### src/rtl/mem_arb_pkg.sv
// Shared types for the two-port memory arbiter: drain FSM states, port ids
// and the in-flight tag carried alongside each memory access.
package mem_arb_pkg;

   typedef enum logic [1:0] {
      RUN     = 2'd0,
      DRAIN   = 2'd1,
      DRAINED = 2'd2
   } state_e;

   localparam logic PORT_I = 1'b0;
   localparam logic PORT_D = 1'b1;

   typedef struct packed {
      logic valid;
      logic port;
      logic is_write;
   } tag_t;

endpackage

### src/rtl/mem_tag_pipe.sv
// Fixed-depth shift register of request tags; the last stage lines up with
// the memory read data of the access it describes.
module mem_tag_pipe
   import mem_arb_pkg::*;
#(
   parameter int STAGES = 5
) (
   input  logic clk_i,
   input  logic rst_i,
   input  tag_t tag_i,
   output tag_t tag_o,
   output logic any_valid_o
);

   tag_t [STAGES-1:0] stage_q;
   tag_t [STAGES-1:0] stage_d;

   always_comb begin
      stage_d = {stage_q[STAGES-2:0], tag_i};
   end

   always_ff @(posedge clk_i) begin
      if (rst_i) begin
         stage_q <= '0;
      end else begin
         stage_q <= stage_d;
      end
   end

   always_comb begin
      any_valid_o = 1'b0;
      for (int s = 0; s < STAGES; s++) begin
         any_valid_o = any_valid_o | stage_q[s].valid;
      end
   end

   assign tag_o = stage_q[STAGES-1];

endmodule

### src/rtl/mem_port_arbiter.sv
// Round-robin arbiter sharing one fixed-latency memory between the fetch (I)
// and load/store (D) ports, with per-port outstanding limits and a drain FSM.
module mem_port_arbiter
   import mem_arb_pkg::*;
#(
   parameter int ADDR_W  = 32,
   parameter int DATA_W  = 32,
   parameter int LATENCY = 4,
   parameter int MAX_OUT = 4
) (
   input  logic              clk,
   input  logic              rst_b,
   input  logic              i_req_valid,
   input  logic [ADDR_W-1:0] i_req_addr,
   output logic              i_req_ready,
   output logic              i_resp_valid,
   output logic [DATA_W-1:0] i_resp_data,
   input  logic              d_req_valid,
   input  logic [ADDR_W-1:0] d_req_addr,
   input  logic              d_req_we,
   input  logic [DATA_W-1:0] d_req_wdata,
   output logic              d_req_ready,
   output logic              d_resp_valid,
   output logic [DATA_W-1:0] d_resp_data,
   output logic [ADDR_W-1:0] mem_addr,
   output logic              mem_we,
   output logic [DATA_W-1:0] mem_wdata,
   input  logic [DATA_W-1:0] mem_rdata,
   input  logic              drain_req,
   output logic              drained
);

   localparam int               CNT_W   = $clog2(MAX_OUT + 1);
   localparam logic [CNT_W-1:0] CNT_MAX = CNT_W'(MAX_OUT);

   state_e                 state_q, state_d;
   logic                   last_grant_q, last_grant_d;
   logic [1:0][CNT_W-1:0]  cnt_q, cnt_d;
   logic [ADDR_W-1:0]      addr_q, addr_d;
   logic                   we_q, we_d;
   logic [DATA_W-1:0]      wdata_q, wdata_d;
   logic [1:0]             elig, grant, resp;
   logic                   issue_ok, drain_done, pipe_any_valid;
   tag_t                   tag_in, tag_out;

   // Issue is blocked in the very cycle drain_req rises, not just after.
   always_comb begin
      elig         = '0;
      issue_ok     = !rst_b && (state_q == RUN) && !drain_req;
      elig[PORT_I] = issue_ok && i_req_valid && (cnt_q[PORT_I] < CNT_MAX);
      elig[PORT_D] = issue_ok && d_req_valid && (cnt_q[PORT_D] < CNT_MAX);
      if (&elig) begin
         grant = last_grant_q ? 2'b01 : 2'b10;
      end else begin
         grant = elig;
      end
      last_grant_d = (|grant) ? grant[PORT_D] : last_grant_q;
   end

   assign i_req_ready = grant[PORT_I];
   assign d_req_ready = grant[PORT_D];

   always_comb begin
      addr_d  = addr_q;
      wdata_d = wdata_q;
      we_d    = 1'b0;
      if (grant[PORT_I]) begin
         addr_d = i_req_addr;
      end else if (grant[PORT_D]) begin
         addr_d  = d_req_addr;
         we_d    = d_req_we;
         wdata_d = d_req_wdata;
      end
   end

   always_comb begin
      tag_in          = '0;
      tag_in.valid    = |grant;
      tag_in.port     = grant[PORT_D];
      tag_in.is_write = grant[PORT_D] & d_req_we;
   end

   mem_tag_pipe #(
      .STAGES (LATENCY + 1)
   ) u_tag_pipe (
      .clk_i       (clk),
      .rst_i       (rst_b),
      .tag_i       (tag_in),
      .tag_o       (tag_out),
      .any_valid_o (pipe_any_valid)
   );

   always_comb begin
      resp         = '0;
      resp[PORT_I] = tag_out.valid && (tag_out.port == PORT_I);
      resp[PORT_D] = tag_out.valid && (tag_out.port == PORT_D);
   end

   assign i_resp_valid = resp[PORT_I];
   assign d_resp_valid = resp[PORT_D];
   assign i_resp_data  = resp[PORT_I] ? mem_rdata : '0;
   assign d_resp_data  = (resp[PORT_D] && !tag_out.is_write) ? mem_rdata : '0;

   always_comb begin
      cnt_d = cnt_q;
      for (int p = 0; p < 2; p++) begin
         if (grant[p] && !resp[p]) begin
            cnt_d[p] = cnt_q[p] + CNT_W'(1);
         end else if (!grant[p] && resp[p]) begin
            cnt_d[p] = cnt_q[p] - CNT_W'(1);
         end
      end
   end

   // Judged on post-edge counts so drained rises right after the last response.
   assign drain_done = (cnt_d == '0) && (tag_out.valid || !pipe_any_valid);

   always_ff @(posedge clk) begin
      if (rst_b) begin
         state_q      <= RUN;
         last_grant_q <= PORT_D;
         cnt_q        <= '0;
         addr_q       <= '0;
         we_q         <= 1'b0;
         wdata_q      <= '0;
      end else begin
         state_q      <= state_d;
         last_grant_q <= last_grant_d;
         cnt_q        <= cnt_d;
         addr_q       <= addr_d;
         we_q         <= we_d;
         wdata_q      <= wdata_d;
      end
   end

   always_comb begin
      state_d = state_q;
      case (state_q)
         RUN:     if (drain_req)  state_d = DRAIN;
         DRAIN:   if (drain_done) state_d = DRAINED;
         DRAINED: if (!drain_req) state_d = RUN;
         default:                 state_d = RUN;
      endcase
   end

   always_comb begin
      drained = (state_q == DRAINED);
   end

   assign mem_addr  = addr_q;
   assign mem_we    = we_q;
   assign mem_wdata = wdata_q;

   always_ff @(posedge clk) begin
      if (!rst_b) begin
         for (int p = 0; p < 2; p++) begin
            assert (!(grant[p] && !resp[p] && (cnt_q[p] == CNT_MAX)));
            assert (!(resp[p] && !grant[p] && (cnt_q[p] == '0)));
         end
      end
   end

endmodule

### config.mk
export PLATFORM = sky130hd
export DESIGN_NAME = mem_port_arbiter
export DESIGN_NICKNAME = d
export VERILOG_FILES = /design/src/rtl/mem_arb_pkg.sv /design/src/rtl/mem_tag_pipe.sv /design/src/rtl/mem_port_arbiter.sv
export SDC_FILE = /design/constraint.sdc
export NUM_CORES = 1
export LEC_CHECK = 0
export ABC_CLOCK_PERIOD_IN_PS = 2400
export BUFFER_PORTS_ARGS = -buffer_cell sky130_fd_sc_hd__buf_2
export CORE_MARGIN = 8
export CORE_UTILIZATION = 42
export CTS_CLUSTER_DIAMETER = 120
export DETAILED_ROUTE_END_ITERATION = 7
export PLACE_DENSITY_LB_ADDON = 0.1
export SLEW_MARGIN = 30
export SYNTH_ARGS = -nofsm -noshare
export SYNTH_HDL_FRONTEND = slang
export SYNTH_SLANG_ARGS = --single-unit
### constraint.sdc
create_clock -name clk -period 2.4 [get_ports clk]
set_input_delay 0.12 -clock clk [delete_from_list [all_inputs] [get_ports clk]]
set_output_delay 0.12 -clock clk [all_outputs]
set_load 0.01 [all_outputs]
* Word-level counts from Yosys, hierarchy flattened
Index checks and enable logic that the tools add are counted.
** Operators by class
- Add/subtract/negate cells :: 4
- $lt $le $gt $ge :: 2
- Equality and inequality tests :: 5
- Mux-type cells :: 14
- Bitwise logic cells :: 8
- Reduce and logical (&&, ||, !) cells :: 31
** Operator list (number)
- 32-bit two-way mux :: 4
- 1-bit logical AND :: 14
- 3-bit two-way mux :: 4
- 2-bit two-way mux :: 5
- 1-bit logical NOT :: 8
- 3-bit by 1-bit adder with 3-bit output (second input constant) :: 2
- 6-bit logical NOT :: 1
- 3-bit less-than comparator (second input constant) :: 2
- 2-bit != test (second input constant) :: 3
- 2-bit one-hot mux with 3 select lines :: 1
- 3-bit by 1-bit subtractor with 3-bit output (second input constant) :: 2
- 1-bit bitwise OR :: 4
- 2-bit AND reduction :: 2
- 1-bit NOT :: 3
- 3-bit AND reduction :: 1
- 3-bit OR reduction :: 1
- 2-bit by 1-bit equality test with 1-bit output (second input constant) :: 1
- 2-bit equality test (second input constant) :: 1
- 2-bit logical NOT :: 1
- 2-bit nonzero test :: 1
- 2-bit OR reduction :: 1
- 1-bit AND :: 1
- 1-bit logical OR :: 1
** Word-level totals
- Register bits after elaboration :: 89
- Logic and storage cells :: 86

* Longest topological paths before layout
- Depth in word-level cells :: 15
- Mapped depth :: 8
- Mapped depth without buffers :: 7

* Hierarchy
A second synthesis with hierarchy kept.
** Unflattened totals
- Cell total of the unflattened synthesis :: 510
- Area total of the unflattened synthesis :: 4041.4 um^2
** Modules (own cells, without submodules)
- mem_port_arbiter :: times used 1, cells an instance 476, area each 3595.9 um^2, seq. area each 1481.4 um^2
- mem_tag_pipe :: times used 1, cells an instance 34, area each 445.4 um^2, seq. area each 300.3 um^2

* Worst setup path before layout
Ideal clock, no wire load.
- Path type :: reg-to-reg
- Start point :: reg u_tag_pipe.stage_q, in the netlist u_tag_pipe.tag_o[1]
- End point :: reg state_q[0]
- Library setup time :: 0.119 ns
- Arrival :: 1.583 ns
- Data required time :: 2.281 ns
- Setup slack :: 0.698 ns
- Cell stages (with the launch flop) :: 6
- Path buffers :: 0
- Period minus slack after synthesis :: 1.702 ns
- Path through :: dfxtp_1 -> or4b_2 -> o31a_1 -> mux2i_1 -> o2111ai_1 -> o221a_2
** Between the ends
- Word-level cells in the longest chain between the ends :: 9
** Ends and longest elaborated chain
- start: declaration :: line mem_tag_pipe.sv:15 : tag_t [STAGES-1:0] stage_q;
- start signal: assignment :: line mem_tag_pipe.sv:26 : stage_q <= stage_d;
- 1-bit NOT :: line mem_port_arbiter.sv:95 : resp[PORT_I] = tag_out.valid && (tag_out.port == PORT_I);
- 1-bit logical AND :: line mem_port_arbiter.sv:95
- 1-bit logical AND / 1-bit logical NOT (equally long branches) :: line mem_port_arbiter.sv:109, mem_port_arbiter.sv:107
- 3-bit two-way mux / 1-bit logical AND (equally long branches) :: line mem_port_arbiter.sv:109, mem_port_arbiter.sv:107
- 3-bit two-way mux :: line mem_port_arbiter.sv:107 : if (grant[p] && !resp[p]) begin
- 6-bit logical NOT * :: line mem_port_arbiter.sv:116 : assign drain_done = (cnt_d == '0) && (tag_out.valid || !pipe_any_valid);
- 1-bit logical AND * :: line mem_port_arbiter.sv:116
- 2-bit != test (no line) *
- 3-bit AND reduction (no line) *
- end signal: assignment :: line mem_port_arbiter.sv:127 : state_q <= state_d;
- end: declaration :: line mem_port_arbiter.sv:36 : state_e state_q, state_d;
Mark *: on every way between the ends. The rest lies on a longest branch, timed or not.
A chain may end at the register's enable or synchronous reset.

* Worst setup path after layout
- Start point :: reg state_q[1]
- End point :: out d_req_ready
** Between the ends
- Word-level cells in the longest chain between the ends :: 7
** Ends and longest elaborated chain
- 2-bit logical NOT * :: line mem_port_arbiter.sv:49 : issue_ok = !rst_b && (state_q == RUN) && !drain_req;
- 1-bit logical AND * (2 in series) :: line mem_port_arbiter.sv:49
- 1-bit logical AND, on equally long branches (2 in series) :: line mem_port_arbiter.sv:50, mem_port_arbiter.sv:51
- 2-bit AND reduction :: line mem_port_arbiter.sv:52 : if (&elig) begin
- 2-bit two-way mux * :: line mem_port_arbiter.sv:52
- end: declaration :: line mem_port_arbiter.sv:22 : output logic d_req_ready,
Marks and branches as above.

==> impl_metrics.yaml <==
outcome:
  outcome: "completed"
clock_network:
  cts_sinks: 89
  clk_latency_ns: 0.35
  clk_path_buf_depth: 2
  clkTransAtPathRegs_ns: 0.09
  cts_root_buf: "clkbuf_8"
  cts_buffers: 9
  h-tree-depth: 3
  cts_tree: "built"
global_route:
  grt_pass1_wl_um: 22300
  grt_usage_pct: 20.9
  antenna_found_initial: 1
  grt_start_max_net_pins: 87
  grt_pass1_vias: 4428
  gr-total-overflow: 0
placed_design:
  globalplace.congestion: 0.857
  dpl.cell_count: 870
  portBuffers: 267
  hpwl_um: 10300
hold_path:
  hold_class: "in -> reg"
synthesis:
  synthArstFlopShare_pct: 0
  synth-main-ff-cell: "dfxtp_1"
  syn_avg_cell_area_um2: 8.10
  synthCells: 501
  synth_fp_nets: 639
  synth_edf_count: 0
  yosysWarnings: 0
  ys_seq_elements: 89
  yosysTopAreaCellShare_pct: 43.9
  yosysSeqAreaShare_pct: 43.9
  synth_top_area_cell: "dfxtp_1"
  ys_types: 38
  ys_top_cells_by_area: "dfxtp_1, nand2_1, and2_1"
  synth_area_mm2: 0.00406
drt:
  totalWireLength_um: 14200
  drtPass1Iterations: 4
  wire_per_inst_um: 15.4
  num_vias: 4444
  via_per_inst: 4.80
  drc: 0
  drtIter0Drc: 400
  ant_nets: 0
sta:
  final_max_slew_viol_count: 0
  final.setup.tns_ns: 0
  fin_crit_sh_pct: 93.5
  hold_viol_final: 0
  max_freq_mhz: 446
  slew_headroom_pct: 45.1
  finalCriticalPeriod_ns: 2.24
  clock_skew_ns: 0.0113
  tightestPinTransition_ns: 0.824
  rsz0062_at_grt: "no"
  setup_viol: 0
pwr:
  cellLeakagePower_uw: 0.00317
  pwr_density_cell_mw_per_mm2: 551
  power.total_uw: 3340
  ir_drop_v: 0.000423
run:
  maxCapViolCount: 0
floorplan:
  num_rows: 36
  io_pins: 268
  start_util_pct: 42.3
  die_h_um: 114
  core_mm2: 0.00959
  dieArea_mm2: 0.0131
  die_w_um: 114
final_layout:
  fin_cells: 925
  final_cell_mix: "buf_2, nand2_1, dfxtp_1"
  syn_to_final_growth_pct: 49.1
  final_common_cell: "buf_2"
  final_nets: 924
  drive_gt1_share_pct: 37.9
critical_path:
  worstSetupPathType: "reg -> out"
  arrival_ns: 2.12
  crit_required_ns: 2.28
  crit_path_end_kind: "output port"
  startpoint_type: "register"
  crit_fanout: 64
Yosys cell counts, types with 4 or more instances:
cell type	count
xnor2_1	4
nor2_1	43
dfxtp_1	89
nand2_1	138
nand3b_1	34
and2_1	66
clkbuf_1	23
ha_1	4
buf_2	9
nor2b_1	15
buf_4	4
a311oi_1	33
inv_1	7
per-layer routing:
| layer | GRT usage (%) | vias up | wire length [um] |
|---|---|---|---|
| met5 | 0 | - | 0 |
| met4 | 6.92 | 0 | 289 |
| met3 | 7.12 | 21 | 1330 |
| met2 | 37.3 | 193 | 7190 |
| met1 | 22.7 | 2010 | 5400 |
| li1 | - | 2220 | - |
power breakdown:
part | total (uW) | internal, uW | switching (uW)
combinational | 623 | 310 | 313
clock | 1070 | 502 | 571
sequential | 1640 | 1570 | 66.0
total | 3340 | 2390 | 950
repair_timing:
item	4_1_cts	5_1_grt
setup endpoints to repair	1	1
hold endpoints to repair	37	0
hold buffers	36	0
setup buffers	0	2
pin swaps	1	1
resized for setup	0	0
final cells by class:
class,instances,area (um^2)
fillers,849,3540
flip-flops and latches,89,1780
repair buffers,312,1780
clock buffers,9,124
diodes,1,2.50
inverters,8,30.0
well taps,133,166
clock inverters,7,81.3
multi-input cells,366,2090
metrics by stage:
stage / utilization [%] / area [um^2] / worst slack, ns / hold WS [ns]
4_1_cts: 62.9 / 6040 / 0.00895 / 0.00245
3_3_place_gp: 57.0 / 5470 / 0.378 / 0.303
3_5_place_dp: 57.0 / 5470 / 0.233 / 0.309
2_1_floorplan: - / 4060 / 0.698 / 0.219
6_report: 63.1 / 6050 / 0.156 / 0.0267
5_1_grt: 63.1 / 6050 / 0.00786 / 0.00354
cell families after synthesis:
group	Yosys count	share of synthesized area, %
AO/OA/AOI/OAI	48	10.3
XOR/XNOR	6	1.48
adder cells (fa/ha/maj)	6	1.73
buffers and inverters	46	4.90
flip-flops	89	43.9
multiplexers	2	0.493
AND/OR/NAND/NOR	304	37.2
flip-flops by register name, summed over array words and instances, names as in the netlist:
register	count
cnt_q	6
last_grant_q	1
mem_addr	32
mem_wdata	32
mem_we	1
state_q	2
u_tag_pipe.stage_d	12
u_tag_pipe.tag_o	3
final timing paths:
kind	cells past startpoint	start	slack, ns	endpoint
min	3	d_req_addr[6]	0.03	mem_addr[6]
min reg2reg	1	u_tag_pipe.stage_d[7]	0.44	u_tag_pipe.stage_d[10]
max	5	state_q[1]	0.16	d_req_ready
max reg2reg	6	state_q[1]	0.35	state_q[1]
critical path: stages (launching register included):
cell and delay (ns):
dfxtp_1 0.37, nor4_4 0.45, nand3b_1 0.27, inv_2 0.18
buf_12 0.26, buf_2 0.19
Note: power is estimated with default switching activity, not from simulation.
